File: src/rtl/mem_port_arbiter_pkg.sv
// Shared definitions for the memory port arbiter.
// Contents: port index constants, the arbiter state encoding, and a helper
// that turns a port index into a one-hot request/ack vector.
package mem_arb_pkg;

  localparam logic [1:0] PORT_CPU   = 2'd0;
  localparam logic [1:0] PORT_DIAG  = 2'd1;
  localparam logic [1:0] PORT_VRAM  = 2'd2;
  localparam logic [1:0] OWNER_NONE = 2'd3;

  typedef enum logic [1:0] {
    ARB_IDLE,
    ARB_ACCESS,
    ARB_RELEASE
  } arb_state_t;

  function automatic logic [2:0] port_onehot(input logic [1:0] p);
    logic [2:0] oh;
    oh = '0;
    case (p)
      PORT_CPU:  oh = 3'b001;
      PORT_DIAG: oh = 3'b010;
      PORT_VRAM: oh = 3'b100;
      default:   oh = '0;
    endcase
    return oh;
  endfunction

endpackage

File: src/rtl/mem_port_arbiter_if.sv
// Bus bundle between the three requesters, the arbiter and the memory block.
// Requester side: req/addr0..2/we/wdata0..2 in, ack/rdata/owner/busy out.
// Memory side: mem_address/mem_data_out/mem_we/mem_cs out, mem_data_in in.
// Modports: master = requesters + memory (the arbiter's environment),
//           slave  = the arbiter itself.
interface mem_port_arbiter_if #(
  parameter int unsigned ADDR_W = 16
);
  logic [2:0]        req;
  logic [ADDR_W-1:0] addr0;
  logic [ADDR_W-1:0] addr1;
  logic [ADDR_W-1:0] addr2;
  logic [2:0]        we;
  logic [7:0]        wdata0;
  logic [7:0]        wdata1;
  logic [7:0]        wdata2;
  logic [2:0]        ack;
  logic [7:0]        rdata;
  logic [1:0]        owner;
  logic              busy;
  logic [ADDR_W-1:0] mem_address;
  logic [7:0]        mem_data_out;
  logic [7:0]        mem_data_in;
  logic              mem_we;
  logic              mem_cs;

  modport master (
    output req, addr0, addr1, addr2, we, wdata0, wdata1, wdata2, mem_data_in,
    input  ack, rdata, owner, busy, mem_address, mem_data_out, mem_we, mem_cs
  );

  modport slave (
    input  req, addr0, addr1, addr2, we, wdata0, wdata1, wdata2, mem_data_in,
    output ack, rdata, owner, busy, mem_address, mem_data_out, mem_we, mem_cs
  );
endinterface

File: src/rtl/mem_port_arbiter_arb_pick.sv
// Combinational winner select for the memory port arbiter.
// Ports: req (per-port request), rr_vram (round-robin pointer, 1 = vram next),
//        starve (per low port: at wait limit and requesting; bit0 diag,
//        bit1 vram), winner (port index, OWNER_NONE if idle), valid.
// Starved ports beat the CPU; otherwise CPU has fixed priority and diag/vram
// share by round robin.
module arb_pick
  import mem_arb_pkg::*;
(
  input  logic [2:0] req,
  input  logic       rr_vram,
  input  logic [1:0] starve,
  output logic [1:0] winner,
  output logic       valid
);
  always_comb begin
    winner = OWNER_NONE;
    valid  = |req;
    if (starve[0] && starve[1]) begin
      winner = rr_vram ? PORT_VRAM : PORT_DIAG;
    end else if (starve[0]) begin
      winner = PORT_DIAG;
    end else if (starve[1]) begin
      winner = PORT_VRAM;
    end else if (req[0]) begin
      winner = PORT_CPU;
    end else if (req[1] && req[2]) begin
      winner = rr_vram ? PORT_VRAM : PORT_DIAG;
    end else if (req[1]) begin
      winner = PORT_DIAG;
    end else if (req[2]) begin
      winner = PORT_VRAM;
    end
  end
endmodule

File: src/rtl/mem_port_arbiter.sv
// Shares one 64K x 8 memory port between CPU shadow (port 0), diagnostics
// SPI (port 1) and video-RAM mirror fetch (port 2). Each access holds
// mem_cs for ACCESS_CYCLES cycles followed by a one-cycle release gap.
// Ports: fpga_clk, fpga_reset (async, active low), bus (slave modport of
//        mem_port_arbiter_if carrying requester and memory signals).
// Optional feature: define ARB_STARVE_GUARD_EN to let diag/vram override the
// CPU after STARVE_LIMIT lost arbitrations.
module mem_port_arbiter
  import mem_arb_pkg::*;
#(
  parameter int unsigned ADDR_W        = 16,
  parameter int unsigned ACCESS_CYCLES = 2,
  parameter int unsigned STARVE_LIMIT  = 8
) (
  input  logic             fpga_clk,
  input  logic             fpga_reset,
  mem_port_arbiter_if.slave bus
);
  localparam int unsigned     CNT_W    = $clog2(ACCESS_CYCLES);
  localparam logic [CNT_W-1:0] CNT_LAST = CNT_W'(ACCESS_CYCLES - 1);

  if (ACCESS_CYCLES < 2 || STARVE_LIMIT < 1) begin : g_param_check
    $error("mem_port_arbiter: ACCESS_CYCLES must be >= 2 and STARVE_LIMIT >= 1");
  end

  arb_state_t        state, state_d;
  logic [CNT_W-1:0]  cnt;
  logic [1:0]        own_q;
  logic              we_q;
  logic              rr_vram;
  logic [ADDR_W-1:0] addr_q;
  logic [7:0]        wdata_q;
  logic [7:0]        rdata_q;
  logic [1:0]        winner;
  logic [1:0]        starve;
  logic              pick_valid;
  logic              last;
  logic              in_access;
  logic [ADDR_W-1:0] win_addr;
  logic              win_we;
  logic [7:0]        win_wdata;

  arb_pick u_pick (
    .req    (bus.req),
    .rr_vram(rr_vram),
    .starve (starve),
    .winner (winner),
    .valid  (pick_valid)
  );

  assign last      = (cnt == CNT_LAST);
  assign in_access = (state == ARB_ACCESS);

  always_comb begin
    state_d = state;
    unique case (state)
      ARB_IDLE:    if (pick_valid) state_d = ARB_ACCESS;
      ARB_ACCESS:  if (last) state_d = ARB_RELEASE;
      ARB_RELEASE: state_d = ARB_IDLE;
      default:     state_d = ARB_IDLE;
    endcase
  end

  always_comb begin
    win_addr  = bus.addr0;
    win_we    = bus.we[0];
    win_wdata = bus.wdata0;
    case (winner)
      PORT_DIAG: begin
        win_addr  = bus.addr1;
        win_we    = bus.we[1];
        win_wdata = bus.wdata1;
      end
      PORT_VRAM: begin
        win_addr  = bus.addr2;
        win_we    = bus.we[2];
        win_wdata = bus.wdata2;
      end
      default: ;
    endcase
  end

  always_ff @(posedge fpga_clk or negedge fpga_reset) begin
    if (!fpga_reset) begin
      state   <= ARB_IDLE;
      cnt     <= '0;
      own_q   <= OWNER_NONE;
      we_q    <= 1'b0;
      rr_vram <= 1'b0;
      addr_q  <= '0;
      wdata_q <= '0;
      rdata_q <= '0;
    end else begin
      state <= state_d;
      case (state)
        ARB_IDLE: begin
          if (pick_valid) begin
            own_q   <= winner;
            addr_q  <= win_addr;
            we_q    <= win_we;
            wdata_q <= win_wdata;
            cnt     <= '0;
            if (winner == PORT_DIAG)      rr_vram <= 1'b1;
            else if (winner == PORT_VRAM) rr_vram <= 1'b0;
          end
        end
        ARB_ACCESS: begin
          cnt <= last ? '0 : cnt + 1'b1;
          if (last && !we_q) rdata_q <= bus.mem_data_in;
        end
        default: ;
      endcase
    end
  end

  // Outputs decode the registered state so an async reset clears them at once.
  // During the ack cycle of a read, rdata forwards mem_data_in so it is valid
  // alongside ack; rdata_q holds it afterwards.
  assign bus.mem_cs       = in_access;
  assign bus.mem_we       = in_access && we_q && !last;
  assign bus.owner        = in_access ? own_q : OWNER_NONE;
  assign bus.busy         = in_access;
  assign bus.ack          = (in_access && last) ? port_onehot(own_q) : 3'b000;
  assign bus.rdata        = (in_access && last && !we_q) ? bus.mem_data_in : rdata_q;
  assign bus.mem_address  = addr_q;
  assign bus.mem_data_out = wdata_q;

`ifdef ARB_STARVE_GUARD_EN
  localparam int unsigned       WAIT_W   = $clog2(STARVE_LIMIT + 1);
  localparam logic [WAIT_W-1:0] WAIT_MAX = WAIT_W'(STARVE_LIMIT);

  logic [WAIT_W-1:0] wait_diag;
  logic [WAIT_W-1:0] wait_vram;

  assign starve = {bus.req[PORT_VRAM] && (wait_vram == WAIT_MAX),
                   bus.req[PORT_DIAG] && (wait_diag == WAIT_MAX)};

  // Counters only move on grant cycles; a loss to the other low port does not count.
  always_ff @(posedge fpga_clk or negedge fpga_reset) begin
    if (!fpga_reset) begin
      wait_diag <= '0;
      wait_vram <= '0;
    end else if (state == ARB_IDLE && pick_valid) begin
      if (winner == PORT_DIAG)
        wait_diag <= '0;
      else if (winner == PORT_CPU && bus.req[PORT_DIAG] && wait_diag != WAIT_MAX)
        wait_diag <= wait_diag + 1'b1;
      if (winner == PORT_VRAM)
        wait_vram <= '0;
      else if (winner == PORT_CPU && bus.req[PORT_VRAM] && wait_vram != WAIT_MAX)
        wait_vram <= wait_vram + 1'b1;
    end
  end
`else
  assign starve = 2'b00;
`endif

endmodule
File: src/flat_wrapper.sv
// flat-port wrapper written by rule: the top's interface ports become plain ports
module mem_port_arbiter_flat import mem_arb_pkg::*;
#(
  parameter int unsigned ADDR_W        = 16,
  parameter int unsigned ACCESS_CYCLES = 2,
  parameter int unsigned STARVE_LIMIT  = 8
)
  (fpga_clk, fpga_reset, bus_req, bus_addr0, bus_addr1, bus_addr2, bus_we, bus_wdata0, bus_wdata1, bus_wdata2, bus_mem_data_in, bus_ack, bus_rdata, bus_owner, bus_busy, bus_mem_address, bus_mem_data_out, bus_mem_we, bus_mem_cs);
  mem_port_arbiter_if #(.ADDR_W(ADDR_W)) bus_i ();
  input  logic fpga_clk;
  input  logic fpga_reset;
  input wire logic [$bits(bus_i.req)-1:0] bus_req;
  input wire logic [$bits(bus_i.addr0)-1:0] bus_addr0;
  input wire logic [$bits(bus_i.addr1)-1:0] bus_addr1;
  input wire logic [$bits(bus_i.addr2)-1:0] bus_addr2;
  input wire logic [$bits(bus_i.we)-1:0] bus_we;
  input wire logic [$bits(bus_i.wdata0)-1:0] bus_wdata0;
  input wire logic [$bits(bus_i.wdata1)-1:0] bus_wdata1;
  input wire logic [$bits(bus_i.wdata2)-1:0] bus_wdata2;
  input wire logic [$bits(bus_i.mem_data_in)-1:0] bus_mem_data_in;
  output wire logic [$bits(bus_i.ack)-1:0] bus_ack;
  output wire logic [$bits(bus_i.rdata)-1:0] bus_rdata;
  output wire logic [$bits(bus_i.owner)-1:0] bus_owner;
  output wire logic [$bits(bus_i.busy)-1:0] bus_busy;
  output wire logic [$bits(bus_i.mem_address)-1:0] bus_mem_address;
  output wire logic [$bits(bus_i.mem_data_out)-1:0] bus_mem_data_out;
  output wire logic [$bits(bus_i.mem_we)-1:0] bus_mem_we;
  output wire logic [$bits(bus_i.mem_cs)-1:0] bus_mem_cs;
  assign bus_i.req = bus_req;
  assign bus_i.addr0 = bus_addr0;
  assign bus_i.addr1 = bus_addr1;
  assign bus_i.addr2 = bus_addr2;
  assign bus_i.we = bus_we;
  assign bus_i.wdata0 = bus_wdata0;
  assign bus_i.wdata1 = bus_wdata1;
  assign bus_i.wdata2 = bus_wdata2;
  assign bus_i.mem_data_in = bus_mem_data_in;
  assign bus_ack = bus_i.ack;
  assign bus_rdata = bus_i.rdata;
  assign bus_owner = bus_i.owner;
  assign bus_busy = bus_i.busy;
  assign bus_mem_address = bus_i.mem_address;
  assign bus_mem_data_out = bus_i.mem_data_out;
  assign bus_mem_we = bus_i.mem_we;
  assign bus_mem_cs = bus_i.mem_cs;
  mem_port_arbiter #(.ADDR_W(ADDR_W), .ACCESS_CYCLES(ACCESS_CYCLES), .STARVE_LIMIT(STARVE_LIMIT)) u_core (.fpga_clk(fpga_clk), .fpga_reset(fpga_reset), .bus(bus_i));
endmodule
File: config.mk
export PLATFORM = sky130hd
export DESIGN_NAME = mem_port_arbiter_flat
export DESIGN_NICKNAME = d
export VERILOG_FILES = /design/src/rtl/mem_port_arbiter_pkg.sv /design/src/rtl/mem_port_arbiter_if.sv /design/src/rtl/mem_port_arbiter_arb_pick.sv /design/src/rtl/mem_port_arbiter.sv /design/src/flat_wrapper.sv
export SDC_FILE = /design/constraint.sdc
export NUM_CORES = 1
export LEC_CHECK = 0
export BUFFER_PORTS_ARGS = -buffer_cell sky130_fd_sc_hd__buf_2
export CAP_MARGIN = 20
export CORE_ASPECT_RATIO = 2
export CORE_MARGIN = 1
export CORE_UTILIZATION = 44
export CTS_CLUSTER_SIZE = 14
export DETAILED_ROUTE_END_ITERATION = 6
export PLACE_DENSITY_LB_ADDON = 0.15
export SKIP_LAST_GASP = 1
export SYNTH_ARGS = -nofsm -noshare
export SYNTH_HDL_FRONTEND = slang
export SYNTH_SLANG_ARGS = --single-unit
File: constraint.sdc
create_clock -name fpga_clk -period 2.12 [get_ports fpga_clk]
set_clock_uncertainty 0.05 [all_clocks]
set_input_delay 0.424 -clock fpga_clk [delete_from_list [all_inputs] [get_ports fpga_clk]]
set_output_delay 0.424 -clock fpga_clk [all_outputs]
set_load 0.005 [all_outputs]
==> metrics.md <==
| Metric | Value |
|---|---|
| Static Leak | 1.491 nW |
| WP data required | 1650 ps |
| ANT cells | 0 |
| Hold Buf Count CTS | 0 |
| Syn Nets | 296 |
| Initial drt markers | 33 |
| Port bufs | 127 |
| Power, Total | 3.921 mW |
| Die ar. | 0.005467 mm^2 |
| Peak supply drop | 0.7503 mV |
| Net switching power | 1.413 mW |
| Post-cts gate resize count | 0 |
| R2R depth | 6 |
| Post-layout min period | 2102 ps |
| Initial Util | 46.23% |
| Cell Int Power | 2.508 mW |
| Unique cell type count in the Yosys netlist | 28 |
| Worst r2r dst | u_core.rr_vram |
| Final instance area | 0.003113 mm^2 |
| Reg2reg start | u_core.rr_vram |
| Cts bufs inserted | 5 |
| CTS Sinks | 39 |
| # rows | 36 |
| Worst Path Max Fanout | 14 |
| Max-cap violations | 0 |
| Vias/cell | 5.508 |
| DIE HEIGHT | 103.6 um |
| Sequential share of the synthesized area | 43.11% |
| Mapped cell area | 0.002270 mm^2 |
| CTS tree | done |
| Overflow after GRT | 0 |
| Syn Area/Cell | 11.02 um^2 |
| Vias in the first global route | 2168 |
| Worst skew pair latency | 290 ps |
| Fillers | 452 |
| Flops & latches, synth | 39 |
| Fin nets | 426 |
| Gr usage total | 23.48% |
| Area contributors post-synth | dfrtp_1 41%, o31ai_2 9.9%, a221oi_1 9.6% |
| GP Congestion | 0.7918 |
| Sw Ratio | 36.03% |
| Setup bufs post-CTS | 3 |
| Comb power frac | 52.6% |
| Area Growth Syn to Fin | 37.16% |
| Worst reg-to-reg setup slack | 210 ps |
| Clock share of power | 13.9% |
| Largest net degree at the start of global routing | 51 |
| Final worst path period share | 99.14% |
| Yosys top cell area share | 40.79% |
| Final core utilization | 63.40% |
| Root Driver | clkbuf_8 |
| Post-DP HPWL | 4629 um |
| Share of cells above drive strength 1 | 56.97% |
| Placed inst area | 0.002990 mm^2 |
| Crit path kind | flip-flop to primary output |
| DR DRC count | 0 |
| Critical Path Source Type | flip-flop |
| Core Area | 0.004910 mm^2 |
| Overall routed net length | 6004 um |
| CTS clk-pin slew, worst paths | 80 ps |
| Unrepaired setup endpoints after global routing | true |
| Bufs on Longest Clock Path | 2 |
| Outcome | finished clean |
| Slew of the pin with the lowest slew margin | 528.1 ps |
| Cell Pwr Density | 1259 mW/mm^2 |
| Synth Instances | 206 |
| First-pass GRT wire length | 9632 um |
| Achievable frequency | 475.8 MHz |
| Slew HR | 64.79% |
| Crit. End Element | primary output |
| Max-slew violations | 0 |
| # IOs | 128 |
| Final setup violation count | 0 |
| Routed wire length per instance | 15.24 um |
| Synth Warn # | 0 |
| Final hold violations | 0 |
| Htree depth | 2 |
| Initial antenna violation count | 0 |
| Area leader, netlist | dfrtp_1 |
| Chip Width | 52.79 um |
| Flop pwr share | 33.5% |
| DR pass1 iterations | 4 |
| Worst EP arrival | 1630 ps |
| Worst Hold Class | input port to async pin |
| Via Count | 2170 |
| Setup TNS | 0 ps |
| Post-DRT Antenna Nets | 0 |
-- cell type report --
type,count,area (um^2),area share [%]
clock buffer,8,100.1,3.215
inverter,4,15.01,0.4823
multi-input combinational,142,1147,36.86
sequential,39,978.4,31.43
tap,57,71.32,2.291
timing repair buffer,144,800.8,25.72
-- worst max-delay path by stage --
stage,from,to,slack (ps),cells past startpoint
after floorplan,u_core.rr_vram,u_core.rr_vram,220,6
after global placement,bus_req[1],u_core.rr_vram,150,7
after detailed placement,bus_req[2],u_core.rr_vram,100,6
after CTS,u_core.state[1],bus_rdata[3],5,5
after global routing,u_core.state[1],bus_rdata[3],-120,5
final,u_core.state[1],bus_rdata[3],20,5
-- routing by layer --
layer | GRT usage (%) | wire (um) | vias up | part of all wire (%)
li1 | - | - | 1038 | -
met1 | 25.24 | 2159 | 1018 | 36
met2 | 43.22 | 3403 | 103 | 57
met3 | 3.671 | 345 | 11 | 5.7
met4 | 8.271 | 95 | 0 | 1.6
met5 | 0 | 0 | - | 0
-- cell usage in the layout (no fill, tap or decap) --
cell / synthesis / layout
a21oi_1: 2 / 2
a221oi_1: 25 / 25
buf_12: 1 / 3
buf_2: 0 / 127
buf_4: 2 / 14
clkbuf_1: 15 / 1
clkbuf_8: 0 / 7
dfrtp_1: 37 / 37
dfstp_2: 2 / 2
ha_1: 2 / 2
inv_1: 4 / 4
mux2_2: 19 / 19
nand2_1: 1 / 1
nand2b_1: 3 / 3
nand3b_1: 1 / 1
nor2_1: 2 / 2
nor2_2: 1 / 1
nor2b_1: 26 / 26
nor3_1: 1 / 1
nor3_2: 1 / 1
nor3b_1: 3 / 3
o21ai_0: 25 / 25
o21ai_1: 1 / 1
o31ai_1: 7 / 7
o31ai_2: 18 / 18
or2_1: 2 / 2
or3_1: 1 / 1
xnor2_1: 1 / 1
-- cells by family after synthesis --
family | synth area share [%]
adder cells (fa/ha/maj) | 1.102
buffers and inverters | 6.339
XOR/XNOR | 0.3860
flip-flops | 43.11
multiplexers | 9.427
AND/OR/NAND/NOR | 11.58
AO/OA/AOI/OAI | 28.06
-- critical path: stages (launching register included) --
cell and delay, ps:
dfrtp_1 390, nand3b_1 190, nor2_2 150, buf_12 160, mux2_2 330, buf_2 130
-- synth_stat cells, drive strengths merged --
library cell / number
inv: 4
nand2: 1
o21ai: 26
a21oi: 2
buf: 6
or2: 2
xnor2: 1
mux2: 19
nand3b: 1
nor3b: 3
nor2b: 26
o31ai: 25
a221oi: 25
nor3: 2
dfrtp: 37
nor2: 3
clkbuf: 15
nand2b: 3
or3: 1
dfstp: 2
ha: 2
-- state kept, by name, summed over array words and instances, names as in the netlist --
name,count
u_core.bus.mem_address,16
u_core.bus.mem_data_out,8
u_core.cnt,1
u_core.own_q,2
u_core.rdata_q,8
u_core.rr_vram,1
u_core.state,2
u_core.we_q,1
-- power groups by stage --
stage	Clock, mW	Sequential [mW]	Combinational (mW)
6_report	0.545	1.31	2.06
2_1_floorplan	0	1.32	1.37
3_5_place_dp	0	1.33	2.07
4_1_cts	0.560	1.32	2.10
5_1_grt	0.590	1.37	2.30
3_3_place_gp	0	1.31	2.02
-- through the flow --
| step | hold WS [ps] | std cells | setup slack [ps] |
|---|---|---|---|
| after global placement | 372.0 | 383 | 149.3 |
| after detailed placement | 373.7 | 383 | 95.53 |
| after floorplan | 78.41 | 206 | 218.1 |
| final | 54.49 | 394 | 18.16 |
| after global routing | 85.67 | 394 | -117.0 |
| after CTS | 60.30 | 394 | 5.182 |
(Power assumes the default switching activity.)
